===== src/rtl/mips_run_pkg.sv =====
// Shared state encoding and default parameters for the MIPS run controller
// and the benches that drive it.
package mips_run_pkg;

  localparam logic [1:0] ST_IDLE = 2'd0;
  localparam logic [1:0] ST_RST  = 2'd1;
  localparam logic [1:0] ST_RUN  = 2'd2;
  localparam logic [1:0] ST_DONE = 2'd3;

  typedef enum logic [1:0] {
    IDLE = ST_IDLE,
    RST  = ST_RST,
    RUN  = ST_RUN,
    DONE = ST_DONE
  } run_state_t;

  localparam int DEF_PC_W        = 32;
  localparam int DEF_CNT_W       = 32;
  localparam int DEF_RST_CYCLES  = 2;
  localparam int DEF_MAX_CYCLES  = 50;
  localparam int DEF_HALT_REPEAT = 4;

endpackage


===== src/rtl/mips_loop_detect.sv =====
// Watches the W-stage commit stream for a core spinning on a one- or
// two-instruction loop and pulses halt_hit once the streak is long enough.
module mips_loop_detect
  import mips_run_pkg::*;
#(
  parameter int PC_W        = DEF_PC_W,
  parameter int HALT_REPEAT = DEF_HALT_REPEAT
) (
  input  logic            clk,
  input  logic            reset,
  input  logic            clear,
  input  logic            en,
  input  logic            wb_valid,
  input  logic [PC_W-1:0] wb_pc,
  output logic            halt_hit
);

  localparam int HW = $clog2(HALT_REPEAT + 1);
  localparam logic [HW-1:0] HIT_MAX  = HW'(HALT_REPEAT);
  localparam logic [HW-1:0] HIT_LAST = HW'(HALT_REPEAT - 1);

  function automatic logic [HW-1:0] sat_inc(input logic [HW-1:0] v);
    return (v == HIT_MAX) ? v : v + 1'b1;
  endfunction

  logic [PC_W-1:0] prev1, prev2;
  logic            prev1_vld, prev2_vld;
  logic [HW-1:0]   hit_cnt;
  logic            commit;
  logic            hit;

  assign commit = en & wb_valid;
  // prev1 catches a self-branch, prev2 a branch whose delay slot commits in between
  assign hit = (prev1_vld && (wb_pc == prev1)) || (prev2_vld && (wb_pc == prev2));

  always_ff @(posedge clk or negedge reset) begin
    if (!reset) begin
      prev1_vld <= 1'b0;
      prev2_vld <= 1'b0;
      hit_cnt   <= '0;
      halt_hit  <= 1'b0;
    end else if (clear) begin
      prev1_vld <= 1'b0;
      prev2_vld <= 1'b0;
      hit_cnt   <= '0;
      halt_hit  <= 1'b0;
    end else begin
      halt_hit <= 1'b0;
      if (commit) begin
        prev1_vld <= 1'b1;
        prev2_vld <= prev1_vld;
        if (hit) begin
          hit_cnt  <= sat_inc(hit_cnt);
          halt_hit <= (hit_cnt == HIT_LAST);
        end else begin
          hit_cnt <= '0;
        end
      end
    end
  end

  // PC history is data; its validity bits above decide whether it is used
  always_ff @(posedge clk) begin
    if (commit) begin
      prev1 <= wb_pc;
      prev2 <= prev1;
    end
  end

endmodule


===== src/rtl/mips_run_ctrl.sv =====
// Run controller: holds the core in reset, lets it run, counts cycles and
// commits, and stops on a detected halt loop or on the cycle budget.
module mips_run_ctrl
  import mips_run_pkg::*;
#(
  parameter int PC_W        = DEF_PC_W,
  parameter int CNT_W       = DEF_CNT_W,
  parameter int RST_CYCLES  = DEF_RST_CYCLES,
  parameter int MAX_CYCLES  = DEF_MAX_CYCLES,
  parameter int HALT_REPEAT = DEF_HALT_REPEAT
) (
  input  logic             clk,
  input  logic             reset,
  input  logic             start,
  input  logic             wb_valid,
  input  logic [PC_W-1:0]  wb_pc,
  output logic             cpu_reset,
  output logic             running,
  output logic             done,
  output logic             halted,
  output logic             timeout,
  output logic [CNT_W-1:0] cycle_cnt,
  output logic [CNT_W-1:0] instr_cnt
);

  localparam int RW = (RST_CYCLES > 1) ? $clog2(RST_CYCLES) : 1;
  localparam logic [RW-1:0]    RST_LAST = RW'(RST_CYCLES - 1);
  localparam logic [CNT_W-1:0] CYC_LAST = CNT_W'(MAX_CYCLES - 1);

  run_state_t  state;
  logic [RW-1:0] rst_cnt;
  logic        halt_hit;
  logic        ld_clear;
  logic        ld_en;

  assign ld_clear = (state == RST);
  assign ld_en    = (state == RUN);

  mips_loop_detect #(
    .PC_W        (PC_W),
    .HALT_REPEAT (HALT_REPEAT)
  ) u_loop_detect (
    .clk      (clk),
    .reset    (reset),
    .clear    (ld_clear),
    .en       (ld_en),
    .wb_valid (wb_valid),
    .wb_pc    (wb_pc),
    .halt_hit (halt_hit)
  );

  always_ff @(posedge clk or negedge reset) begin
    if (!reset) begin
      state     <= IDLE;
      rst_cnt   <= '0;
      cpu_reset <= 1'b1;
      running   <= 1'b0;
      done      <= 1'b0;
      halted    <= 1'b0;
      timeout   <= 1'b0;
      cycle_cnt <= '0;
      instr_cnt <= '0;
    end else begin
      case (state)
        IDLE, DONE: begin
          // results of the previous run are wiped as RST is entered
          if (start) begin
            state     <= RST;
            rst_cnt   <= '0;
            done      <= 1'b0;
            halted    <= 1'b0;
            timeout   <= 1'b0;
            cycle_cnt <= '0;
            instr_cnt <= '0;
          end
        end
        RST: begin
          if (rst_cnt == RST_LAST) begin
            state     <= RUN;
            cpu_reset <= 1'b0;
            running   <= 1'b1;
          end else begin
            rst_cnt <= rst_cnt + 1'b1;
          end
        end
        RUN: begin
          cycle_cnt <= cycle_cnt + 1'b1;
          if (wb_valid) instr_cnt <= instr_cnt + 1'b1;
          // halt wins when it lands on the last budgeted cycle
          if (halt_hit || (cycle_cnt == CYC_LAST)) begin
            state     <= DONE;
            cpu_reset <= 1'b1;
            running   <= 1'b0;
            done      <= 1'b1;
            halted    <= halt_hit;
            timeout   <= ~halt_hit;
          end
        end
        default: state <= IDLE;
      endcase
    end
  end

endmodule


===== config.mk =====
export PLATFORM = sky130hd
export DESIGN_NAME = mips_run_ctrl
export DESIGN_NICKNAME = d
export VERILOG_FILES = /design/src/rtl/mips_run_pkg.sv /design/src/rtl/mips_loop_detect.sv /design/src/rtl/mips_run_ctrl.sv
export SDC_FILE = /design/constraint.sdc
export NUM_CORES = 1
export LEC_CHECK = 0
export BUFFER_PORTS_ARGS = -buffer_cell sky130_fd_sc_hd__buf_2
export CAP_MARGIN = 20
export CORE_AREA = 3 3 142 109
export CTS_CLUSTER_DIAMETER = 200
export CTS_CLUSTER_SIZE = 28
export DETAILED_ROUTE_END_ITERATION = 7
export DIE_AREA = 0 0 145 112
export PLACE_DENSITY = 0.86
export SLEW_MARGIN = 10
export SYNTH_ARGS = -nofsm -noshare
export SYNTH_HDL_FRONTEND = slang
export SYNTH_HIERARCHICAL = 1
export SYNTH_SLANG_ARGS = --single-unit

===== constraint.sdc =====
create_clock -name clk -period 2.6 [get_ports clk]
set_input_delay 0 -clock clk [delete_from_list [all_inputs] [get_ports clk]]
set_output_delay 0 -clock clk [all_outputs]
set_load 0.005 [all_outputs]

=== Yosys cells after proc, flatten, opt, wreduce, memory -nomap -nowiden ===
Index checks and enable logic that the tools add are counted.

* Multiplexer cells: 33
* Bitwise operators: 2
* $add $sub $neg: 4
* Equality and inequality tests: 13
* Reductions and logical operators: 17

{| class="wikitable"
|+ Operator list
! kind !! number
|-
| $pmux 32 s2 || 2
|-
| $add 32x1->32 const B || 2
|-
| $eq 32x32->1 || 2
|-
| $mux 32 || 2
|-
| $eq 32x6->1 const B || 1
|-
| $mux 1 || 15
|-
| $mux 3 || 4
|-
| $pmux 1 s2 || 6
|-
| $reduce_and 3->1 || 4
|-
| $ne 2x2->1 const B || 4
|-
| $reduce_bool 2->1 || 4
|-
| $mux 2 || 3
|-
| $pmux 2 s3 || 1
|-
| $reduce_and 2->1 || 3
|-
| $eq 2x2->1 const B || 2
|-
| $add 3x1->3 const B || 1
|-
| $eq 3x2->1 const B || 1
|-
| $eq 3x3->1 const B || 1
|-
| $ne 3x3->1 const B || 1
|-
| $eq 2x1->1 const B || 1
|-
| $logic_and 1x1->1 || 2
|-
| $logic_not 2->1 || 1
|-
| $logic_or 1x1->1 || 2
|-
| $reduce_or 2->1 || 1
|-
| 3 further kinds || 3
|}

* Bits in registers: 142
* Logic and storage cells: 84
* Output and inout port bits: 69
* Input bits: 36

=== Logic depth before layout (Yosys ltp) ===
Gate-level depths: netlist of the first run.

* Depth in word-level cells: 6
* Depth in mapped cells: 9
* Mapped depth without buffers: 6

=== Hierarchy ===
Netlist of the first run, hierarchy kept.

{| class="wikitable"
|+ By module, submodules not included
! module !! cells each !! area each (µm²) !! times used
|-
| mips_run_ctrl || 456 || 4197.8 || 1
|-
| mips_loop_detect || 211 || 3139.3 || 1
|}

=== Worst setup path before layout of the first run ===
OpenSTA, ideal clock, no wires.

* Path type: register to register
* Start: register state[0]
* End: register u_loop_detect.hit_cnt[1]
* Path slack: 0.136 ns
* Setup time: 0.134 ns
* Buffers on the path: 0
* Cell stages (with the launch flop): 7
* Data arrival time: 2.329 ns
* Clock period less this slack: 2.464 ns
* Cell sequence: dfrtp_1 inv_1 ha_1 nand2_1 inv_1 or3_1 o31ai_1

* Longest elaborated chain between the ends: 4
* Elaborated cells on any way between the ends: 7
* Classes of those cells: eq/ne (3); mux (1); bitwise (1); reduce/logical (2)

{| class="wikitable"
|+ RTL lines
! item !! line !! text
|-
| start: declaration || mips_run_ctrl.sv:30 || <nowiki>run_state_t state;</nowiki>
|-
| start signal: assignment || mips_run_ctrl.sv:54 || <nowiki>state <= IDLE;</nowiki>
|-
| start signal: assignment || mips_run_ctrl.sv:68 || <nowiki>state <= RST;</nowiki>
|-
| start signal: assignment || mips_run_ctrl.sv:79 || <nowiki>state <= RUN;</nowiki>
|-
| $eq 2x2->1 || mips_run_ctrl.sv:37 || <nowiki>assign ld_en = (state == RUN);</nowiki>
|-
| net ld_en || mips_run_ctrl.sv:34 || <nowiki>logic ld_en;</nowiki>
|-
| $and 1x1->1 || mips_loop_detect.sv:32 || <nowiki>assign commit = en & wb_valid;</nowiki>
|-
| net u_loop_detect.commit || mips_loop_detect.sv:29 || <nowiki>logic commit;</nowiki>
|-
| $reduce_bool 2->1 (no source line) || - ||
|-
| $reduce_and 2->1 (no source line) || - ||
|-
| end signal: assignment || mips_loop_detect.sv:53 || <nowiki>hit_cnt <= sat_inc(hit_cnt);</nowiki>
|-
| end: declaration || mips_loop_detect.sv:28 || <nowiki>logic [HW-1:0] hit_cnt;</nowiki>
|}

The timed path passes the listed nets, and every way through them passes these cells.
A chain may end at the register's enable or synchronous reset.

=== Worst setup path in the final report of the first run ===
* Start: register state[0]
* End: register cycle_cnt[11]

* Longest elaborated chain between the ends: 4
* Elaborated cells on any way between the ends: 8
* Classes of those cells: eq/ne (3); mux (1); reduce/logical (4)

{| class="wikitable"
|+ RTL lines
! item !! line !! text
|-
| $eq 2x2->1 / $logic_not 2->1 (equally long branches) || mips_run_ctrl.sv:64 || <nowiki>case (state)</nowiki>
|-
| $reduce_or 2->1 || mips_run_ctrl.sv:64 ||
|-
| $ne 2x2->1 (no source line) / $reduce_bool 2->1 (equally long branches) || - ||
|-
| $reduce_and 2->1 (no source line) || - ||
|-
| end signal: assignment || mips_run_ctrl.sv:87 || <nowiki>cycle_cnt <= cycle_cnt + 1'b1;</nowiki>
|-
| end: declaration || mips_run_ctrl.sv:22 || <nowiki>output logic [CNT_W-1:0] cycle_cnt,</nowiki>
|}

Several ways; a longest one is shown, not always the timed one.

==> results.tsv, run 1 <==
metric	value	unit
Placement Cell Area	8100	um^2
fin crit share	0.935	
worst vdd ir	473	uV
max-cap violation count	0	
number of nets with antenna violations after routing	0	
synthesized area	7340	um^2
Crit. End Element	flop	
synth warn	6	
vias	6011	
number of buffers and inverters on the critical path	2	
Netlist cell types	62	
Tmin final	2430	ps
setup skew after layout	13.0	ps
worst skew pair latency	430	ps
Final setup violation count	0	
area share of the largest cell type after synthesis	0.263	
Pleak	3.66	nW
switching part of the total	0.311	
GRT overflow	0	
synthesized net count	712	
Fmax	411	MHz
fin nets	856	
GPL Wtd Cong	0.892	
RSZ-0062 raised after global routing	no	
drt first pass iters	5	
die area	16200	um^2
I/O pins	105	
Slew Limit Fails	0	
Slew HR	0.335	
CP delay by family, top	simple AND/OR/NAND/NOR gates	
htree depth	4	
Least-Margin Pin Slew	997	ps
sequential share of the synthesized area	0.528	
slowest stage delay, CP	660	ps
asr flop ratio synth	0.549	
post-DR vias/cell	5.86	
element type at the critical path start	flop	
Main synth FF type	dfrtp_1	
Mean Syn Cell Area	11.0	um^2
Hold Crit Class	primary input to flop	
crit path cell chain	inv_1 -> ha_1 -> mux2_2 -> buf_4 -> nand3_1 -> or4b_2 -> a21oi_1	
gr usage total	0.230	
# Post-CTS Setup Buffers	0	
Gate power share	0.222	
CP max FO	9	
r2r worst-path depth	7	
area leader, netlist	dfrtp_1	
crit path max-delay cell type	or4b_2	
PwrDens	728	nW/um^2
part of the power in registers	0.418	
largest net degree at the start of global routing	79	
share of cells above drive strength 1	0.210	
WP data arrival	2780	ps
Clock Path Buffers	2	
hpwl dp	12400	um
Cells after Synth	667	
DRC violations left	0	
Levels on crit path	7	
Root Driver	clkbuf_16	
Synth-to-Final Area Change	23.0	%
register bit total from synthesis	142	
WS Path Type	flop to flop	
Initial Util	0.513	
setup TNS	0	ps
Post-synth EDFFs	64	
Power Total	6.57	mW
drt wl/cell	18.1	um
synth top area cells	dfrtp_1 26%, edfxtp_1 26%, xnor2_1 4.3%, xor2_1 4.3%, nor4_1 3.3%	
core area	14300	um^2
Worst-path clk slew	60	ps
final hold violation count	0	
Clock power frac	0.359	
Detailed Route WL	18500	um
status	finished, final reports clean	
CP required	2950	ps
Die Y-Extent	112	um
Psw	2.05	mW
Cells on Worst Hold Path	4	
Die X	145	um
Sink Count	142	
TritonCTS Buffers	17	
Int Power	4.52	mW
post-route core utilization	0.631	
PortBufs	104	
CTS tree	yes	
vias in the first global route	5724	
Final Cell Area	9030	um^2
first-pass GRT wire length	30200	um
num rows	38	
iteration-0 DRC count of the detailed router	604	
initial antenna violation count	1	
## final timing paths
path                       slack, ps                      end                    start
max                              170            cycle_cnt[11]                 state[0]
min                               20             instr_cnt[3]                 wb_valid
max reg2reg                      170            cycle_cnt[11]                 state[0]
min reg2reg                      470  u_loop_detect/prev2[31]  u_loop_detect/prev1[31]
max in group asynchronous       1660                     done                    reset
min in group asynchronous        260            instr_cnt[18]                    reset
## flip-flops by register name, summed over array words and instances, names as in the netlist, 2 cells and up
name and flops:
cycle_cnt 32, instr_cnt 32, state 2, u_loop_detect/hit_cnt 3, u_loop_detect/prev1 32, u_loop_detect/prev2 32
## final cells by class
cell class	instances	area (um^2)
Timing Repair Buffer	156	1010
Fill cell	1103	5280
Tap cell	200	250
Multi-Input combinational cell	478	3260
Clock inverter	12	109
Clock buffer	20	462
Sequential cell	142	3870
Inverter	16	60.1
Antenna cell	1	2.50
## power by group through the flow
stage	sequential [mW]	clock (mW)	combinational (mW)
after global routing	2.77	2.49	1.61
after global placement	2.77	0	1.36
after floorplan	2.76	0	0.953
final	2.75	2.36	1.46
after CTS	2.75	2.38	1.44
after detailed placement	2.79	0	1.39
## synth_stat cells (all sizes together), types with 12 or more instances
| cell type | n |
|---|---|
| a21oi | 31 |
| buf | 12 |
| clkbuf | 18 |
| dfrtp | 77 |
| edfxtp | 64 |
| inv | 16 |
| mux2i | 23 |
| nand2 | 59 |
| nand2b | 24 |
| nand3 | 30 |
| nand4 | 36 |
| nor2 | 18 |
| nor4 | 39 |
| o21ai | 14 |
| o31ai | 18 |
| or4 | 22 |
| xnor2 | 40 |
| xor2 | 36 |
## what timing repair did
item,CTS,global route
resized for setup,0,2
setup endpoints to repair,0,10
endpoints found under the hold margin,110,0
hold buffers,34,0
## placed cells by master (no fill, tap or decap), types with 30 or more instances in the layout
cell,count
a21oi_1,30
buf_2,103
dfrtp_1,77
dlygate4sd3_1,34
edfxtp_1,64
nand2_1,59
nand4_1,34
nor4_1,38
xnor2_1,36
xor2_1,36
## logic make-up after synthesis
logic type,after synthesis,share of synthesized area
muxes,26,0.0360
xor gates and xnor gates,76,0.0948
adders and majority gates,9,0.0153
buffers and inverters,47,0.0297
AOI/OAI and AO/OA,87,0.0767
and+or+nand+nor,280,0.219
DFF,142,0.528
## tightest hold or removal path: stages
cell,delay [ps]
buf_2,170
nand3_1,100
xor2_1,60
nor2_1,70
## stage by stage
| step | setup slack (ps) | hold WS (ps) | std cells |
|---|---|---|---|
| after floorplan | 136 | -296 | 667 |
| after global placement | 230 | 227 | 958 |
| after detailed placement | 40.6 | 226 | 958 |
| after CTS | 36.3 | 8.72 | 1024 |
| after global routing | 3.70 | 49.5 | 1024 |
| final | 168 | 17.5 | 1025 |
## routing by layer
metal / track usage / share of wire
met2: 0.353 / 0.47
met1: 0.332 / 0.45
met4: 0.0677 / 0.017
met5: 0 / 0
met3: 0.0533 / 0.069
(Power assumes the default switching activity.)
==> run 2: changes to the inputs <==
--- a/config.mk
+++ b/config.mk
@@ -12,6 +12,7 @@
 export CTS_CLUSTER_SIZE = 28
 export DETAILED_ROUTE_END_ITERATION = 7
 export DIE_AREA = 0 0 145 112
+export HOLD_SLACK_MARGIN = 0.06
 export PLACE_DENSITY = 0.86
 export SLEW_MARGIN = 10
 export SYNTH_ARGS = -nofsm -noshare
==> run 2 against run 1 <==
- setup slack gained 5.2 ps
- flip-flop and latch count stayed put
- clock skew is 0.68 ps lower
- critical path depth did not move
- register-to-register slack about the same
- die area stayed put
- sequential power about the same
- global-route usage is essentially flat
- via count increased by 0.28%
- fmax is 0.21% higher
- power about the same
- sequential share of layout area about the same
- largest power group unchanged
- highest routed layer unchanged
==> results.tsv, run 2 (synthesis results as in run 1) <==
metric	value	unit	change
status	finished, final reports clean		
Clock Path Buffers	2		unchanged
gr usage total	0.230		about the same
Least-Margin Pin Slew	989	ps	-8.15 ps
PortBufs	104		unchanged
met2 wire length	8660	um	-0.10%
Hold Crit Class	primary input to asynchronous set/reset pin		
post-DR vias/cell	5.88		+0.28%
met3 wire length	1260	um	-2.5%
Tmin final	2430	ps	-5.19 ps
Detailed Route WL	18600	um	+0.43%
# Post-CTS Setup Buffers	0		unchanged
iteration-0 DRC count of the detailed router	635		+5.1%
setup skew after layout	12.3	ps	-0.676 ps
Fmax	412	MHz	+0.21%
fin crit share	0.933		-0.00200
TritonCTS Buffers	17		unchanged
GRT overflow	0		unchanged
WP data arrival	2780	ps	about the same
Crit. End Element	flop		
Int Power	4.53	mW	about the same
CTS tree	yes		
GPL Wtd Cong	0.892		unchanged
vias in the first global route	5730		+0.10%
CP max FO	9		unchanged
Die X	145	um	unchanged
first-pass GRT wire length	30200	um	about the same
final hold violation count	0		unchanged
Pleak	3.67	nW	+0.11%
Clock power frac	0.359		about the same
antenna cell count	0		-1
Final setup violation count	0		unchanged
setup TNS	0	ps	unchanged
drt wl/cell	18.2	um	+0.43%
Sink Count	142		unchanged
core area	14300	um^2	unchanged
WS Path Type	flop to flop		
Worst-path clk slew	60	ps	about the same
element type at the critical path start	flop		
vias	6028		+0.28%
drt first pass iters	7		+2
worst skew pair latency	430	ps	about the same
initial antenna violation count	0		-1
Initial Util	0.513		unchanged
PwrDens	728	nW/um^2	about the same
part of the power in registers	0.418		about the same
Slew Limit Fails	0		unchanged
hpwl dp	12400	um	unchanged
die area	16200	um^2	unchanged
top layer in use	met4		
I/O pins	105		unchanged
Die Y-Extent	112	um	unchanged
DRC violations left	0		unchanged
Psw	2.05	mW	+0.26%
CP required	2950	ps	about the same
num rows	38		unchanged
most common cell after layout, fill and taps aside	buf_2		
number of nets with antenna violations after routing	0		unchanged
switching part of the total	0.312		+0.000502
htree depth	4		unchanged
largest net degree at the start of global routing	79		unchanged
share of cells above drive strength 1	0.210		-0.000254
Synth-to-Final Area Change	23.1	%	about the same
worst vdd ir	475	uV	+0.40%
Power Total	6.58	mW	about the same
Metal-1 WL	8400	um	+1.5%
Slew HR	0.341		+0.00543
Root Driver	clkbuf_16		
RSZ-0062 raised after global routing	no		
Gate power share	0.223		about the same
fin nets	857		+0.12%
max-cap violation count	0		unchanged
most frequent cells in the layout	103 x buf_2, 77 x dfrtp_1, 64 x edfxtp_1		
## run 2: final timing paths
check                                         from  depth (start not counted)                 endpoint  slack (ps)
setup / recovery                          state[0]                          7            cycle_cnt[11]         170
hold / removal                               reset                          2            instr_cnt[18]         280
setup reg to reg                          state[0]                          7            cycle_cnt[11]         170
hold reg to reg            u_loop_detect/prev1[31]                          0  u_loop_detect/prev2[31]         470
max in group asynchronous                    reset                          2                     done        1670
min in group clk                         wb_pc[25]                          2  u_loop_detect/prev1[25]         330
## run 2: cell type report
class | instances | area (um^2)
Inverter | 16 | 60.1
Multi-Input combinational cell | 478 | 3260
Clock inverter | 12 | 109
Timing Repair Buffer | 157 | 1020
Clock buffer | 20 | 462
Tap cell | 200 | 250
Fill cell | 1103 | 5280
Sequential cell | 142 | 3870
## run 2: stage by stage
stage / instance area, um^2 / setup WS [ps] / instances / hold WS (ps) / util
after floorplan: 7340 / 136 / 667 / -296 / -
after global placement: 8100 / 230 / 958 / 227 / 0.566
after detailed placement: 8100 / 40.6 / 958 / 226 / 0.566
after CTS: 9020 / 36.3 / 1025 / 321 / 0.631
after global routing: 9030 / 3.70 / 1025 / 344 / 0.631
final: 9030 / 173 / 1025 / 279 / 0.631
## run 2: worst max-delay path, cell delays in order, from the launching register on
cell and delay (ps):
dfrtp_1 390, inv_1 70, ha_1 410, mux2_2 370
buf_4 200, nand3_1 100, or4b_2 660, a21oi_1 160
## run 2: layer usage
layer	vias up	track usage
met1	2938	0.333
met2	261	0.353
met5	-	0
met3	34	0.0517
li1	2795	-
met4	0	0.0677
## run 2: power groups by stage
stage | Combinational (mW) | Clock (mW) | Sequential [mW]
after global routing | 1.62 | 2.49 | 2.77
after detailed placement | 1.39 | 0 | 2.79
final | 1.47 | 2.36 | 2.75
after floorplan | 0.953 | 0 | 2.76
after global placement | 1.36 | 0 | 2.77
after CTS | 1.45 | 2.38 | 2.75
## run 2: what timing repair did
| action | in CTS | in global routing |
|---|---|---|
| endpoints found under the setup margin | 0 | 10 |
| endpoints found under the hold margin | 116 | 0 |
| hold buffers | 35 | 0 |
| gates resized for setup | 0 | 2 |
